$ cat src/rtl/core_sequencer_pkg.sv
// Shared opcode constants, FSM state encoding and opcode classification
// for the core sequencer.
package core_sequencer_pkg;

  localparam logic [6:0] RTYPE  = 7'b0110011;
  localparam logic [6:0] ITYPE  = 7'b0010011;
  localparam logic [6:0] LOAD   = 7'b0000011;
  localparam logic [6:0] STYPE  = 7'b0100011;
  localparam logic [6:0] UJTYPE = 7'b1101111;
  localparam logic [6:0] JALR   = 7'b1100111;
  localparam logic [6:0] LUI    = 7'b0110111;
  localparam logic [6:0] AUIPC  = 7'b0010111;
  localparam logic [6:0] BTYPE  = 7'b1100011;
  localparam logic [6:0] SYSTEM = 7'b1110011;

  typedef enum logic [2:0] {
    S_FETCH  = 3'd0,
    S_DECODE = 3'd1,
    S_EXEC   = 3'd2,
    S_MEM    = 3'd3,
    S_WB     = 3'd4,
    S_STOP   = 3'd5
  } state_t;

  function automatic logic is_legal_op(input logic [6:0] op);
    case (op)
      RTYPE, ITYPE, LOAD, STYPE, UJTYPE,
      JALR, LUI, AUIPC, BTYPE, SYSTEM: is_legal_op = 1'b1;
      default:                         is_legal_op = 1'b0;
    endcase
  endfunction

endpackage

$ cat src/rtl/core_sequencer_mem_watchdog.sv
// Wait-cycle counter for outstanding memory requests; flags a timeout when
// MEM_TIMEOUT cycles elapse without an acknowledge.
module mem_watchdog #(
  parameter int unsigned MEM_TIMEOUT = 255
) (
  input  logic clk,
  input  logic rst_n,
  input  logic i_active,
  input  logic i_ack,
  output logic o_timeout
);

  localparam int unsigned CW = (MEM_TIMEOUT < 2) ? 1 : $clog2(MEM_TIMEOUT);

  logic [CW-1:0] r_cnt;
  logic          w_hit;

  assign w_hit     = (r_cnt == CW'(MEM_TIMEOUT - 1));
  // An ack in the final cycle suppresses the timeout.
  assign o_timeout = i_active & ~i_ack & w_hit;

  // Idle or acknowledged cycles clear the count, so every new request starts from zero.
  always_ff @(posedge clk or negedge rst_n) begin
    if (!rst_n) begin
      r_cnt <= '0;
    end else if (!i_active || i_ack) begin
      r_cnt <= '0;
    end else if (!w_hit) begin
      r_cnt <= r_cnt + 1'b1;
    end
  end

endmodule

$ cat src/rtl/core_sequencer.sv
// Multi-cycle instruction sequencer: fetch/decode/execute/memory/writeback
// control with sticky halt and trap, and a memory-ack watchdog.
module core_sequencer
  import core_sequencer_pkg::*;
#(
  parameter logic [31:0] RESET_PC    = 32'h0000_0000,
  parameter int unsigned MEM_TIMEOUT = 255
) (
  input  logic        clk,
  input  logic        rst_n,
  output logic        imem_req,
  output logic [31:0] imem_addr,
  input  logic        imem_ack,
  input  logic [31:0] imem_rdata,
  output logic [31:0] instr,
  input  logic [31:0] alu_result,
  input  logic        branch_taken,
  input  logic [31:0] target_addr,
  output logic        dmem_req,
  output logic        dmem_we,
  input  logic        dmem_ack,
  output logic        rf_we,
  output logic [31:0] pc,
  output logic [31:0] instret,
  output logic        halt,
  output logic        trap
);

  state_t      r_state;
  logic [31:0] r_pc;
  logic [31:0] r_ir;
  logic [31:0] r_instret;
  logic [31:0] r_target;
  logic        r_imem_req;
  logic        r_dmem_req;
  logic        r_dmem_we;
  logic        r_rf_we;
  logic        r_halt;
  logic        r_trap;

  logic [6:0]  w_op;
  logic        w_rd_nz;
  logic        w_active;
  logic        w_ack;
  logic        w_timeout;
  logic        w_unused;

  assign w_op     = r_ir[6:0];
  assign w_rd_nz  = |r_ir[11:7];
  assign w_active = r_imem_req | r_dmem_req;
  assign w_ack    = (r_imem_req & imem_ack) | (r_dmem_req & dmem_ack);
  // The data address is consumed by the memory directly, not by the sequencer.
  assign w_unused = ^alu_result;

  mem_watchdog #(
    .MEM_TIMEOUT(MEM_TIMEOUT)
  ) u_mem_watchdog (
    .clk      (clk),
    .rst_n    (rst_n),
    .i_active (w_active),
    .i_ack    (w_ack),
    .o_timeout(w_timeout)
  );

  always_ff @(posedge clk or negedge rst_n) begin
    if (!rst_n) begin
      r_state    <= S_FETCH;
      r_pc       <= RESET_PC;
      r_ir       <= '0;
      r_instret  <= '0;
      r_target   <= '0;
      r_imem_req <= 1'b0;
      r_dmem_req <= 1'b0;
      r_dmem_we  <= 1'b0;
      r_rf_we    <= 1'b0;
      r_halt     <= 1'b0;
      r_trap     <= 1'b0;
    end else begin
      case (r_state)
        S_FETCH: begin
          // Only the first fetch after reset arrives here with the request still low.
          if (!r_imem_req) begin
            r_imem_req <= 1'b1;
          end else if (imem_ack) begin
            r_ir       <= imem_rdata;
            r_imem_req <= 1'b0;
            r_state    <= S_DECODE;
          end else if (w_timeout) begin
            r_imem_req <= 1'b0;
            r_trap     <= 1'b1;
            r_state    <= S_STOP;
          end
        end

        S_DECODE: begin
          if (w_op == SYSTEM) begin
            r_halt  <= 1'b1;
            r_state <= S_STOP;
          end else if (!is_legal_op(w_op)) begin
            r_trap  <= 1'b1;
            r_state <= S_STOP;
          end else begin
            r_state <= S_EXEC;
          end
        end

        S_EXEC: begin
          r_target <= target_addr;
          case (w_op)
            LOAD, STYPE: begin
              r_dmem_req <= 1'b1;
              r_dmem_we  <= (w_op == STYPE);
              r_state    <= S_MEM;
            end
            BTYPE: begin
              if (branch_taken && (target_addr[1:0] != 2'b00)) begin
                r_trap  <= 1'b1;
                r_state <= S_STOP;
              end else begin
                r_pc       <= branch_taken ? target_addr : r_pc + 32'd4;
                r_instret  <= r_instret + 32'd1;
                r_imem_req <= 1'b1;
                r_state    <= S_FETCH;
              end
            end
            // Jump targets are checked here so a misaligned jump never strobes rf_we.
            UJTYPE, JALR: begin
              if (target_addr[1:0] != 2'b00) begin
                r_trap  <= 1'b1;
                r_state <= S_STOP;
              end else begin
                r_rf_we <= w_rd_nz;
                r_state <= S_WB;
              end
            end
            default: begin
              r_rf_we <= w_rd_nz;
              r_state <= S_WB;
            end
          endcase
        end

        S_MEM: begin
          if (dmem_ack) begin
            r_dmem_req <= 1'b0;
            r_dmem_we  <= 1'b0;
            if (r_dmem_we) begin
              r_pc       <= r_pc + 32'd4;
              r_instret  <= r_instret + 32'd1;
              r_imem_req <= 1'b1;
              r_state    <= S_FETCH;
            end else begin
              r_rf_we <= w_rd_nz;
              r_state <= S_WB;
            end
          end else if (w_timeout) begin
            r_dmem_req <= 1'b0;
            r_dmem_we  <= 1'b0;
            r_trap     <= 1'b1;
            r_state    <= S_STOP;
          end
        end

        S_WB: begin
          r_rf_we    <= 1'b0;
          r_pc       <= ((w_op == UJTYPE) || (w_op == JALR)) ? r_target : r_pc + 32'd4;
          r_instret  <= r_instret + 32'd1;
          r_imem_req <= 1'b1;
          r_state    <= S_FETCH;
        end

        default: begin
          r_imem_req <= 1'b0;
          r_dmem_req <= 1'b0;
          r_dmem_we  <= 1'b0;
          r_rf_we    <= 1'b0;
          r_state    <= S_STOP;
        end
      endcase
    end
  end

  assign imem_req  = r_imem_req;
  assign imem_addr = r_pc;
  assign instr     = r_ir;
  assign dmem_req  = r_dmem_req;
  assign dmem_we   = r_dmem_we;
  assign rf_we     = r_rf_we;
  assign pc        = r_pc;
  assign instret   = r_instret;
  assign halt      = r_halt;
  assign trap      = r_trap;

endmodule

$ cat config.mk
export PLATFORM = sky130hd
export DESIGN_NAME = core_sequencer
export DESIGN_NICKNAME = d
export VERILOG_FILES = /design/src/rtl/core_sequencer_pkg.sv /design/src/rtl/core_sequencer_mem_watchdog.sv /design/src/rtl/core_sequencer.sv
export SDC_FILE = /design/constraint.sdc
export NUM_CORES = 1
export LEC_CHECK = 0
export CAP_MARGIN = 25
export CELL_PAD_IN_SITES_DETAIL_PLACEMENT = 2
export CELL_PAD_IN_SITES_GLOBAL_PLACEMENT = 2
export CORE_UTILIZATION = 29
export CTS_CLUSTER_SIZE = 28
export DETAILED_ROUTE_END_ITERATION = 8
export PLACE_DENSITY_LB_ADDON = 0.12
export SLEW_MARGIN = 5
export SYNTH_ARGS = -nofsm -noshare
export SYNTH_HDL_FRONTEND = slang
export SYNTH_SLANG_ARGS = --single-unit
export TNS_END_PERCENT = 50
$ cat constraint.sdc
create_clock -name clk -period 3.2 [get_ports clk]
set_clock_uncertainty 0.15 [all_clocks]
set_input_delay 0.96 -clock clk [delete_from_list [all_inputs] [get_ports clk]]
set_output_delay 0.96 -clock clk [all_outputs]
set_load 0.005 [all_outputs]
=== Word level (Yosys, flattened, before mapping) ===
Index checks and enable logic that the tools add are counted.
Widths: inputs -> output; s select.

* Logic and storage cells: 137
* Input port bits: 101
* Register bits after elaboration: 145

* Muxes and demuxes: 57
* Reductions and logical operators: 22
* Equality and inequality tests: 33
* Bitwise logic cells: 10
* Add/subtract/negate cells: 3

{| class="wikitable"
|+ Operator list
! operator !! count
|-
| $mux 32 || 10
|-
| $pmux 32 s3 || 2
|-
| $add 32x1->32 const B || 1
|-
| $add 32x3->32 const B || 1
|-
| $eq 7x7->1 const B || 4
|-
| $mux 1 || 26
|-
| $mux 3 || 8
|-
| $ne 2x2->1 const B || 11
|-
| $eq 7x6->1 const B || 3
|-
| $mux 8 || 2
|-
| $pmux 3 s5 || 1
|-
| $reduce_and 5->1 || 3
|-
| $eq 7x5->1 const B || 2
|-
| $reduce_or 10->1 || 1
|-
| $ne 3x3->1 const B || 3
|-
| $pmux 1 s3 || 3
|-
| $pmux 3 s3 || 1
|-
| $reduce_and 9->1 || 1
|-
| $add 8x1->8 const B || 1
|-
| $eq 8x8->1 const B || 1
|-
| $eq 7x2->1 const B || 1
|-
| $eq 3x2->1 const B || 2
|-
| $ne 3x2->1 const B || 2
|-
| $reduce_and 3->1 || 2
|-
| other kinds (20) || 33
|}

=== Longest topological paths before layout ===
Gate-level depths: netlist of the first run.

* Word-level depth: 9
* Mapped depth: 9
* Gate-level depth less buffers: 7

=== Modules after synthesis ===
From an unflattened synthesis of the first run, not the netlist that was laid out.

* Cell total of the unflattened synthesis: 703
* Area, all modules: 7,498.4 µm²

{| class="wikitable"
|+ Modules (own cells, without submodules)
! module !! area each (µm²) !! cells an instance !! sequential area each (µm²) !! instances
|-
| core_sequencer || 7,029.2 || 656 || 3,428.3 || 1
|-
| mem_watchdog || 469.2 || 47 || 200.2 || 1
|}

=== Worst setup path before layout of the first run ===
No wires, ideal clock.

* Kind: input to register
* From: input port dmem_ack
* To: register r_pc[11], in the netlist imem_addr[11]
* Cell stages on the path: 7
* Data arrival time: 2.311 ns
* Library setup time: 0.132 ns
* Path slack: 0.607 ns
* Cells stage by stage: a21boi_0 o21ai_0 nand2_1 clkbuf_1 clkbuf_1 clkbuf_1 o2bb2ai_1

* Word-level cells in the longest chain between the ends: 2

{| class="wikitable"
|+ RTL lines
! element !! RTL line !! RTL
|-
| start: declaration || core_sequencer.sv:21 || <nowiki>input logic dmem_ack,</nowiki>
|-
| $ne 2x2->1 (no source line) || n/a ||
|-
| $reduce_and 5->1 (no source line) || n/a ||
|-
| end signal: assignment || core_sequencer.sv:120 || <nowiki>r_pc <= branch_taken ? target_addr : r_pc + 32'd4;</nowiki>
|-
| end signal: assignment || core_sequencer.sv:148 || <nowiki>r_pc <= r_pc + 32'd4;</nowiki>
|-
| end signal: assignment || core_sequencer.sv:166 || <nowiki>r_pc <= ((w_op == UJTYPE) || (w_op == JALR)) ? r_target : r_pc + 32'd4;</nowiki>
|-
| end: declaration || core_sequencer.sv:30 || <nowiki>logic [31:0] r_pc;</nowiki>
|}

Every way passes these cells.
A chain may end at the register's enable or synchronous reset.

=== Worst setup path after layout of the first run ===
* From: register r_pc[3], in the netlist imem_addr[3]
* To: register r_pc[28], in the netlist imem_addr[28]

* Word-level cells in the longest chain between the ends: 5
* Elaborated cells on any way between the ends: 8
* Classes of those cells: add/sub (1); mux (7)

{| class="wikitable"
|+ RTL lines
! element !! RTL line !! RTL
|-
| $add 32x3->32 (*) || core_sequencer.sv:120, core_sequencer.sv:148, core_sequencer.sv:166 ||
|-
| $mux 32 || core_sequencer.sv:120 ||
|-
| $mux 32 || core_sequencer.sv:116 || <nowiki>if (branch_taken && (target_addr[1:0] != 2'b00)) begin</nowiki>
|-
| $mux 32 || core_sequencer.sv:109 || <nowiki>case (w_op)</nowiki>
|-
| $pmux 32 s3 (*) || core_sequencer.sv:79 || <nowiki>case (r_state)</nowiki>
|}

Mark *: on every way between the ends. The rest lies on a longest branch, timed or not. The select of a mux whose other input is x is not followed.

==> flow_metrics.tcl, run 1 <==
set metrics [dict create \
    drc 0 \
    portBuffers 202 \
    grt_max_degree 63 \
    clock_latency_ns 0.42 \
    worstHoldPathType "primary input to async pin" \
    swShare_pct 25.2 \
    cts_root_buffer "clkbuf_16" \
    hold_viol 0 \
    worstSetupEndpointType "register" \
    fp.dieArea_mm2 0.0262 \
    intPower_mw 3.07 \
    grt.overflow.total 0 \
    fin_cells 1219 \
    tightest_slew_ns 0.596 \
    power_leakage_nw 4.37 \
    post_drt_wl_per_cell_um 20.1 \
    p_seq_share_pct 44.6 \
    layout-drive-gt1-share_pct 15.1 \
    routed-wl-met3_um 1360 \
    synth_warnings 0 \
    period_minus_slack_ns 2.83 \
    power.density_mw_per_mm2 396 \
    post_cts_resized 0 \
    worstSetupPathType "register to register" \
    rsz0062_at_grt "no" \
    grt_pass1_vias 7124 \
    p_total_mw 4.11 \
    wl_met2_um 12200 \
    syn_to_final_growth_pct 39.9 \
    die-height_um 162 \
    cts_num_sinks 145 \
    synth_area_per_cell_um2 10.6 \
    drv_slew 0 \
    fmax_ghz 0.354 \
    finalSetupViolCount 0 \
    vias 6384 \
    rows 58 \
    p_switching_mw 1.04 \
    grtUsageTotal_pct 19.1 \
    cts_tree "done" \
    synth_edf_count 0 \
    dpl.hpwl_um 17400 \
    synth_seq_cells 145 \
    first_pass_iters 6 \
    cts_buffers 17 \
    antenna_cells 0 \
    cts_max_path_buffers 2 \
    crit_arrival_ns 3.03 \
    postCtsHoldBufs 0 \
    pin_count 235 \
    fin_crit_sh_pct 88.4 \
    topRoutingLayerUsed "met5" \
    combinationalPowerShare_pct 5.1 \
    synth_flop_cell "dfrtp_1" \
    seq_area_frac_synth_pct 48.9 \
    power_frac_clock_pct 50.3 \
    drt-total-wl_um 24400 \
    ant_nets 0 \
    cap_violations 0 \
    final_nets 981 \
    syn-num-nets 807 \
    outcome "completed" \
    viasPerCell 5.24 \
    cts.clk_slew.worst_paths_ns 0.07 \
    gp_congestion 0.798 \
    post-cts-setup-buffers 0 \
    synth_top_area_share_pct 48.9 \
    met1_length_um 10500 \
    async_reset_ff_share_pct 100 \
    antenna_found_initial 2 \
    yosys-top-cells-area "dfrtp_1, mux2_2, buf_4" \
    syn_area_mm2 0.00742 \
    place_inst 1187 \
    setup_tns_ns 0 \
    yosysUniqueCellTypes 66 \
    grt_pass1_wl_um 39200 \
    synth_top_cell_by_area "dfrtp_1" \
    start_util_pct 29.6 \
    fillers 2631 \
    synthCells 702 \
    cp-start-kind "register" \
    hold_ws_ns 0.320 \
    cp.required_ns 3.40 \
    worst-path-max-fanout 8 \
    vdd_ir_drop_max_v 0.000274 \
    dr.first_iter.drc_count 245 \
    maxSlewHeadroom_pct 59.9 \
    core_area_mm2 0.0251 \
    htree_levels 4 \
    yosysMostFrequentCell "dfrtp_1" \
    dieWidth_um 162 \
    synth_common_cells "dfrtp_1, mux2_2, nand2_1" \
]
stage by stage:
| step | setup WS (ns) | util (%) | area, µm² |
|---|---|---|---|
| after CTS | 0.374 | 41.3 | 10400 |
| final | 0.371 | 41.3 | 10400 |
| after floorplan | 0.607 | - | 7420 |
| after detailed placement | 0.0292 | 38.9 | 9770 |
| after global routing | 0.227 | 41.3 | 10400 |
| after global placement | 0.0556 | 38.9 | 9770 |
critical path, stage by stage, from the launching register on:
cell and delay (ns):
dfrtp_1 0.47, ha_1 0.26, nand3_1 0.16, or4_1 0.77, or3_4 0.48, o41ai_2 0.28
a22o_1 0.20
cell type report:
class / count / area, µm² / area share (%)
Multi-Input combinational cell: 467 / 3340 / 32.2
Clock inverter: 15 / 186 / 1.80
Tap cell: 330 / 413 / 3.98
Sequential cell: 145 / 3630 / 35.0
Clock buffer: 17 / 425 / 4.10
Timing Repair Buffer: 225 / 2310 / 22.2
Inverter: 20 / 75.1 / 0.723
power by group through the flow:
stage / registers (mW) / logic, mW / clock network, mW
floorplan: 1.87 / 0.0472 / 0
global placement: 1.87 / 0.208 / 0
detailed placement: 1.87 / 0.214 / 0
CTS: 1.83 / 0.215 / 2.13
global route: 1.83 / 0.229 / 2.21
finish: 1.83 / 0.209 / 2.07
cell families after synthesis:
group / count (synthesis) / share of synthesized area, %
simple gates: 203 / 14.6
xor+xnor: 36 / 4.25
compound gates: 159 / 15.5
flops: 145 / 48.9
mux: 65 / 9.84
buf+inv: 90 / 6.20
fa+ha+maj: 4 / 0.674
metal layers:
metal / GRT usage (%) / vias to the layer above
li1: - / 2925
met1: 23.5 / 3261
met2: 32.8 / 169
met3: 4.67 / 25
met4: 6.00 / 4
met5: 0 / -
cells in the final DEF, fill, tap and decap left out, types with 19 or more instances in the layout:
master	instances
dfrtp_1	145
clkdlybuf4s50_1	201
o21ai_0	34
nand2_1	45
nor2_1	28
inv_1	20
a22o_1	19
nand4_1	23
a22oi_1	20
nor3_1	20
nand3_1	25
mux2_2	64
sequential cells by signal, summed over array words and instances, names as in the netlist:
register              count
halt                      1
dmem_we                   1
u_mem_watchdog.r_cnt      8
imem_req                  1
instr                    32
dmem_req                  1
imem_addr                32
r_state                   3
trap                      1
r_target                 32
instret                  32
rf_we                     1
worst paths after layout:
path                            slack (ns)  cells past startpoint          from             to
worst max-delay path                  0.37                      6  imem_addr[3]  imem_addr[28]
min in group clk                      0.33                      1   instret[31]    instret[31]
worst min-delay path                  0.32                      1         rst_n   r_target[20]
worst min register to register        0.33                      1   instret[31]    instret[31]
worst max register to register        0.37                      6  imem_addr[3]  imem_addr[28]
max in group asynchronous             1.88                      2         rst_n      instr[21]
Power figures use the tool's default switching activity.
==> run 2: changes to the inputs <==
CAP_MARGIN = 40   (was 25)
==> results of run 2 <==
Same layout as run 1: the final DEF is identical, and so are final timing and power.
==> run 3: changes to the inputs <==
GPL_ROUTABILITY_DRIVEN = 0   (was not set)
==> results of run 3 <==
Same layout as run 1: the final DEF is identical, and so are final timing and power.
